**src/rtl/memory_port_arbiter.sv**
```systemverilog
// Purpose : shares one registered memory port between instruction fetch (IF) and the memory stage (MEM).
// Latency : read = request cycle t, ReadEnable t+1, Valid t+MEM_LATENCY+1; write = WriteEnable t+1, Valid t+2.
// Backpr. : one access in flight; losers see Stall_* until Valid. MEM has priority, starve counter forces IF.
//
// Ports:
//   Clock, Reset                      rising-edge clock, synchronous active-low reset
//   IF_Req/IF_Address                 fetch request (read only), level until IF_Valid
//   IF_Valid/IF_Data                  one-cycle completion pulse, held fetch data
//   MEM_Req/MEM_WriteEnable/
//   MEM_Address/MEM_WriteData         memory-stage request, level until MEM_Valid
//   MEM_Valid/MEM_ReadData            one-cycle completion pulse, held load data
//   Stall_IF/Stall_MEM                Req & ~Valid per stage
//   Ram_*                             registered memory port, Ram_ReadData returns MEM_LATENCY cycles later
module memory_port_arbiter #(
    parameter int DATA_WIDTH   = 20,
    parameter int ADDR_WIDTH   = 20,
    parameter int MEM_LATENCY  = 1,   // 1..7, fits the 3-bit latency counter
    parameter int STARVE_LIMIT = 4    // 1..15, fits the 4-bit starvation counter
) (
    input  logic                  Clock,
    input  logic                  Reset,

    input  logic                  IF_Req,
    input  logic [ADDR_WIDTH-1:0] IF_Address,
    output logic                  IF_Valid,
    output logic [DATA_WIDTH-1:0] IF_Data,

    input  logic                  MEM_Req,
    input  logic                  MEM_WriteEnable,
    input  logic [ADDR_WIDTH-1:0] MEM_Address,
    input  logic [DATA_WIDTH-1:0] MEM_WriteData,
    output logic                  MEM_Valid,
    output logic [DATA_WIDTH-1:0] MEM_ReadData,

    output logic                  Stall_IF,
    output logic                  Stall_MEM,

    output logic [ADDR_WIDTH-1:0] Ram_Address,
    output logic [DATA_WIDTH-1:0] Ram_WriteData,
    output logic                  Ram_WriteEnable,
    output logic                  Ram_ReadEnable,
    input  logic [DATA_WIDTH-1:0] Ram_ReadData
);

    // WRITE_ISSUE is the single write-enable cycle; a write then goes
    // straight to DONE without passing through the read latency counter.
    typedef enum logic [1:0] {
        IDLE        = 2'd0,
        WRITE_ISSUE = 2'd1,
        READ_WAIT   = 2'd2,
        DONE        = 2'd3
    } state_e;

    localparam logic [2:0] LAT_LOAD  = 3'(MEM_LATENCY - 1);
    localparam logic [3:0] STARVE_MX = 4'(STARVE_LIMIT);

    state_e                state_q,     state_d;
    logic [2:0]            lat_cnt_q,   lat_cnt_d;
    logic [3:0]            starve_q,    starve_d;
    logic                  owner_if_q,  owner_if_d;
    logic [ADDR_WIDTH-1:0] ram_addr_q,  ram_addr_d;
    logic [DATA_WIDTH-1:0] ram_wdata_q, ram_wdata_d;
    logic                  ram_we_q,    ram_we_d;
    logic                  ram_re_q,    ram_re_d;
    logic [DATA_WIDTH-1:0] if_data_q,   if_data_d;
    logic [DATA_WIDTH-1:0] mem_rdata_q, mem_rdata_d;

    logic if_valid;
    logic mem_valid;
    logic if_elig;
    logic mem_elig;
    logic can_arb;
    logic grant_if;
    logic grant_mem;

    // Valid is a pure decode of the DONE state, so reset clears it with the FSM.
    assign if_valid  = (state_q == DONE) &&  owner_if_q;
    assign mem_valid = (state_q == DONE) && !owner_if_q;

    // A requester still holds Req during its own Valid cycle; masking it
    // there keeps that completed request from being issued a second time.
    assign if_elig  = IF_Req  && !if_valid;
    assign mem_elig = MEM_Req && !mem_valid;

    // Arbitrate when the port is free: idle, or the completion cycle (back-to-back).
    assign can_arb   = (state_q == IDLE) || (state_q == DONE);
    assign grant_if  = can_arb && if_elig && (!mem_elig || (starve_q == STARVE_MX));
    assign grant_mem = can_arb && mem_elig && !grant_if;

    always_comb begin
        state_d     = state_q;
        lat_cnt_d   = lat_cnt_q;
        starve_d    = starve_q;
        owner_if_d  = owner_if_q;
        ram_addr_d  = ram_addr_q;
        ram_wdata_d = ram_wdata_q;
        ram_we_d    = 1'b0;
        ram_re_d    = 1'b0;
        if_data_d   = if_data_q;
        mem_rdata_d = mem_rdata_q;

        case (state_q)
            IDLE: begin
                state_d = IDLE;
            end
            WRITE_ISSUE: begin
                state_d = DONE;
            end
            READ_WAIT: begin
                if (lat_cnt_q == 3'd0) begin
                    // Capture into the owner's register only; the other
                    // requester's data is left untouched.
                    if (owner_if_q) begin
                        if_data_d = Ram_ReadData;
                    end else begin
                        mem_rdata_d = Ram_ReadData;
                    end
                    state_d = DONE;
                end else begin
                    lat_cnt_d = lat_cnt_q - 3'd1;
                end
            end
            DONE: begin
                state_d = IDLE;
            end
            default: begin
                state_d = IDLE;
            end
        endcase

        // A new grant overrides the DONE -> IDLE step above.
        if (grant_if || grant_mem) begin
            owner_if_d = grant_if;
            ram_addr_d = grant_if ? IF_Address : MEM_Address;
            if (grant_mem && MEM_WriteEnable) begin
                ram_wdata_d = MEM_WriteData;
                ram_we_d    = 1'b1;
                state_d     = WRITE_ISSUE;
            end else begin
                ram_re_d  = 1'b1;
                lat_cnt_d = LAT_LOAD;
                state_d   = READ_WAIT;
            end
        end

        // Counts MEM wins over a waiting IF; any gap in IF_Req restarts the count.
        if (!IF_Req || grant_if) begin
            starve_d = 4'd0;
        end else if (grant_mem && if_elig && (starve_q != STARVE_MX)) begin
            starve_d = starve_q + 4'd1;
        end
    end

    always_ff @(posedge Clock) begin
        if (!Reset) begin
            state_q     <= IDLE;
            lat_cnt_q   <= 3'd0;
            starve_q    <= 4'd0;
            owner_if_q  <= 1'b0;
            ram_addr_q  <= '0;
            ram_wdata_q <= '0;
            ram_we_q    <= 1'b0;
            ram_re_q    <= 1'b0;
            if_data_q   <= '0;
            mem_rdata_q <= '0;
        end else begin
            state_q     <= state_d;
            lat_cnt_q   <= lat_cnt_d;
            starve_q    <= starve_d;
            owner_if_q  <= owner_if_d;
            ram_addr_q  <= ram_addr_d;
            ram_wdata_q <= ram_wdata_d;
            ram_we_q    <= ram_we_d;
            ram_re_q    <= ram_re_d;
            if_data_q   <= if_data_d;
            mem_rdata_q <= mem_rdata_d;
        end
    end

    assign IF_Valid        = if_valid;
    assign MEM_Valid       = mem_valid;
    assign IF_Data         = if_data_q;
    assign MEM_ReadData    = mem_rdata_q;
    assign Stall_IF        = IF_Req  && !if_valid;
    assign Stall_MEM       = MEM_Req && !mem_valid;
    assign Ram_Address     = ram_addr_q;
    assign Ram_WriteData   = ram_wdata_q;
    assign Ram_WriteEnable = ram_we_q;
    assign Ram_ReadEnable  = ram_re_q;

endmodule

```
**config.mk**
```make
export PLATFORM = sky130hd
export DESIGN_NAME = memory_port_arbiter
export DESIGN_NICKNAME = d
export VERILOG_FILES = /design/src/rtl/memory_port_arbiter.sv
export SDC_FILE = /design/constraint.sdc
export NUM_CORES = 1
export LEC_CHECK = 0
export ABC_AREA = 0
export BUFFER_PORTS_ARGS = -buffer_cell sky130_fd_sc_hd__buf_2
export CORE_MARGIN = 3
export CORE_UTILIZATION = 50
export DETAILED_ROUTE_END_ITERATION = 8
export PLACE_DENSITY = 0.95
export SYNTH_ARGS = -nofsm -noshare
export SYNTH_HDL_FRONTEND = slang
export SYNTH_SLANG_ARGS = --single-unit
```
**constraint.sdc**
```tcl
create_clock -name Clock -period 3.13 [get_ports Clock]
set_clock_uncertainty 0.15 [all_clocks]
set_input_delay 0.939 -clock Clock [delete_from_list [all_inputs] [get_ports Clock]]
set_output_delay 0.939 -clock Clock [all_outputs]
set_load 0.05 [all_outputs]
```
* Word level (Yosys, flattened, before mapping) *
Index checks and enable logic that the tools add are counted.
W data, S select, Z words.

storage, ports and cells
  input port bits = 85
  register bits = 92
  output and inout bits = 86

cells by class
  add/sub/neg operators = 2
  reductions and logical operators = 29
  multiplexer cells = 11
  bitwise logic cells = 2
  equality and inequality tests = 6

operator list
  kind                   number
  $mux W20               1
  $mux W3                4
  $logic_and A1 B1 Y1    11
  $logic_not A1 Y1       6
  $mux W2                3
  $pmux W2 S3            1
  $reduce_and A3 Y1      2
  $add A4 B1 Y4 const B  1
  $eq A2 B2 Y1 const B   2
  $eq A4 B3 Y1 const B   1
  $logic_or A1 B1 Y1     4
  $ne A4 B3 Y1 const B   1
  $reduce_and A2 Y1      2
  $reduce_or A2 Y1       2
  $logic_not A3 Y1       1
  $ne A3 B3 Y1 const B   1
  $sub A3 B1 Y3 const B  1
  $eq A2 B1 Y1 const B   1
  $logic_not A2 Y1       1
  $mux W1                2
  $not A1 Y1             2

* Longest topological paths before layout *
  word-level depth = 12
  depth in mapped cells = 8
  mapped depth without buffers = 6

* Worst setup path before layout *
Ideal clock, no wire load.

  kind = input port to output port
  start point = input IF_Req
  end point = output Stall_IF
  stages = 2
  path buffers = 0
  setup slack = 659 ps
  data required time = 2041 ps
  data arrival time = 1382 ps
  cell sequence = a21bo_2 -> inv_2

between the ends
  longest elaborated chain between the ends = 1

ends and longest elaborated chain
  element              RTL line  source
  from (decl)          23        input logic IF_Req,
  $logic_and A1 B1 Y1  184       assign Stall_IF = IF_Req && !if_valid;
  to (decl)            35        output logic Stall_IF,

Every way passes these cells.

* Worst setup path in the final report *
Same ends and word-level chain as after synthesis.

==> flow_metrics.py <==
metrics = {
    "status": {
        "status": "complete, no violations",
    },
    "floorplan": {
        "coreArea_sq_um": 6982,
        "die_h_um": 92.05,
        "die-area_sq_um": 8473,
        "start_util_pct": 53.03,
        "io_pins": 171,
        "row_count": 30,
        "die_w_um": 92.05,
    },
    "cts": {
        "cts_tree": "built",
        "htree_levels": 3,
        "holdBufCountCts": 0,
        "postCtsResizedCells": 0,
        "clkLatencyLatePin_ns": 0.34,
        "cts_sinks": 92,
        "clockBufferDepth": 2,
        "root_buffer": "clkbuf_8",
        "numCtsBuffers": 9,
        "cts_setup_buffers": 0,
        "cts.reportedPaths.clkPinSlew_ns": 0.09,
    },
    "synthesis": {
        "muxShareOfSynthArea_pct": 5.678,
        "synth_fa_ha_area_share_pct": 2.028,
        "yosysSeqAreaShare_pct": 49.75,
        "syn_area_sq_um": 3702,
        "yosys_warnings": 0,
        "synth_area_per_cell_sq_um": 8.857,
        "synth_edf_count": 0,
        "yosys.area_share.simple_pct": 16.56,
        "synth_area_leader_cell": "dfxtp_1",
        "ys_ff_latch": 92,
        "syn_nets": 509,
        "synth-xor-area-share_pct": 0.2366,
        "synth_top_family_by_area": "compound AO/OA/AOI/OAI gates",
        "synthCells": 418,
        "synth_compound_area_share_pct": 19.87,
        "synth_cell_types": 41,
        "ys_top_cells_by_area": "dfxtp_1, nand2_1, a21oi_1",
        "ys.flop_type": "dfxtp_1",
        "synth_top_cell_area_share_pct": 49.75,
        "async_reset_ff_share_pct": 0,
    },
    "min_path": {
        "min_delay_path_depth": 2,
        "hold_class": "reg2reg",
    },
    "timing": {
        "whs_ns": 0.3047,
        "fin_crit_ns": 2.739,
        "tightest_slew_ns": 1.259,
        "fin_setup_tns_ns": 0,
        "finalMaxSlewViolations": 0,
        "period_share_pct": 87.49,
        "fmax_ghz": 0.3652,
        "timing_hold_violations_final": 0,
        "setup_viol": 0,
        "rsz0062_at_grt": "false",
        "max-slew-margin-rel_pct": 16.06,
    },
    "power_and_ir_drop": {
        "intPower_mw": 2.211,
        "switchingPower_mw": 1.941,
        "ir_worst_vdd_mv": 0.5844,
        "leakage_nw": 2.220,
        "power_frac_comb_pct": 45.9,
        "swShare_pct": 46.74,
        "p_seq_share_pct": 36.8,
        "power_per_cell_area_nw_per_um2": 877.2,
        "clockPowerShare_pct": 17.3,
    },
    "critical_path": {
        "cp_common_cell": "buf_2",
        "arrival_ns": 1.65,
        "cp_data_required_time_ns": 2.04,
        "worstRegToRegCells": 6,
        "crit_type": "in2out",
        "slowest_stage": "buf_2",
        "start_kind": "input pin",
        "end_kind": "output port",
        "cp_num_buf_inv": 3,
        "cp.depth": 4,
        "critPathMaxStageDelay_ns": 0.27,
        "path_max_fanout": 5,
        "path_cells": "buf_2 > a21bo_2 > inv_2 > buf_2",
        "critPathTopFamily": "buffers and inverters",
    },
    "place": {
        "portBuffers": 170,
        "dpl.hpwl_mm": 7.292,
        "place_congestion": 0.8661,
    },
    "detailed_routing": {
        "drtPass1Iterations": 4,
        "via_per_inst": 5.341,
        "num_vias": 3616,
        "routed_wirelength_mm": 9.769,
        "initialDrtViolationCount": 156,
        "ant_nets": 0,
        "drc": 0,
        "wl_per_cell_um": 14.43,
    },
    "final_layout": {
        "area_growth_syn_to_layout_pct": 27.85,
        "multi_input_area_sq_um": 1643,
        "n_fill_cell": 568,
        "insertedDiodeCount": 0,
        "drive_above_1_share_pct": 34.94,
        "nNetsFinal": 667,
        "regArea_sq_um": 1842,
    },
    "global_routing": {
        "grt_pass1_wl_mm": 16.09,
        "groute.usage.overall_pct": 23.16,
        "overflow": 0,
        "grt_pass1_vias": 3634,
        "grt_antenna_before_repair": 0,
        "grt_max_degree": 53,
    },
    "job": {
        "maxCapViolations": 0,
    },
}
cell usage after synthesis (all sizes together), types with 2 or more instances:
cell / instances
o21ai: 23
and2: 4
or3: 2
nand2b: 2
ha: 6
buf: 12
nor3b: 2
mux2i: 21
nor2: 7
inv: 11
nand3: 22
and3: 2
a21oi: 65
a32o: 2
nand2: 85
clkbuf: 19
nand3b: 2
o2bb2ai: 20
nor3: 5
dfxtp: 92
or2: 2
cells in the final DEF (no fill, tap or decap), types with 3 or more instances in the layout:
cell,count
clkbuf_8,10
o2bb2ai_1,20
buf_4,8
o21ai_0,22
nand2_1,85
and2_1,4
nand3_1,22
buf_2,170
a21oi_1,63
inv_1,9
nor3_1,3
mux2i_1,21
nor2_1,7
ha_1,6
dfxtp_1,92
state kept, by name, summed over array words and instances, names as in the netlist:
name / count
IF_Data: 20
lat_cnt_q: 3
starve_q: 4
Ram_ReadEnable: 1
Ram_WriteData: 20
owner_if_q: 1
Ram_Address: 20
Ram_WriteEnable: 1
MEM_ReadData: 20
state_q: 2
worst min-delay path, cell delays in order, from the launching register on:
cell     delay [ns]
dfxtp_1        0.32
nand2_1        0.05
a21oi_1        0.05
layer usage:
| metal | global-route usage, % | wire length [um] |
|---|---|---|
| met5 | 0 | 0 |
| met4 | 9.777 | 171 |
| met3 | 6.153 | 845 |
| met2 | 41.36 | 4860 |
| met1 | 25.83 | 3892 |
per-stage QoR:
| step | instance area, sq um | std cells | util [%] | total power [mW] | setup slack [ns] |
|---|---|---|---|---|---|
| after CTS | 4733 | 677 | 67.80 | 4.171 | 0.3941 |
| after detailed placement | 4557 | 661 | 65.27 | 3.459 | 0.1498 |
| final | 4733 | 677 | 67.80 | 4.152 | 0.3915 |
| after global placement | 4557 | 661 | 65.27 | 3.404 | 0.2415 |
| after floorplan | 3702 | 418 | - | 3.037 | 0.6589 |
| after global routing | 4733 | 677 | 67.80 | 4.387 | 0.2990 |
power groups by stage:
| stage | Combinational, mW | Sequential (mW) | Clock [mW] |
|---|---|---|---|
| 2_1_floorplan | 0.760 | 2.28 | 0 |
| 3_3_place_gp | 1.86 | 1.54 | 0 |
| 3_5_place_dp | 1.91 | 1.55 | 0 |
| 4_1_cts | 1.91 | 1.53 | 0.734 |
| 5_1_grt | 2.04 | 1.55 | 0.790 |
| 6_report | 1.90 | 1.53 | 0.720 |
logic make-up (layout without fill, tap and decap cells):
family / Yosys count / after routing
AND/OR/NAND/NOR: 137 / 137
AO/OA/AOI/OAI: 119 / 119
flip-flops: 92 / 92
buffers and inverters: 42 / 205
multiplexers: 21 / 21
adder cells (fa/ha/maj): 6 / 6
XOR/XNOR: 1 / 1
worst paths after layout:
kind              slack (ns)                    start                            to
hold reg to reg         0.30  IF_Data[3]$_SDFFE_PN0P_       IF_Data[3]$_SDFFE_PN0P_
setup reg to reg        0.50  state_q[0]$_SDFFE_PN0P_  Ram_Address[10]$_SDFFE_PN0N_
hold / removal          0.30  IF_Data[3]$_SDFFE_PN0P_       IF_Data[3]$_SDFFE_PN0P_
setup / recovery        0.39                   IF_Req                      Stall_IF
layout make-up:
type	count	area share, %
timing repair buffer	178	19.24
tap	96	2.538
clock buffer	11	2.987
multi-input combinational	284	34.71
clock inverter	5	0.7402
inverter	11	0.8723
sequential	92	38.91
(Power assumes the default switching activity.)
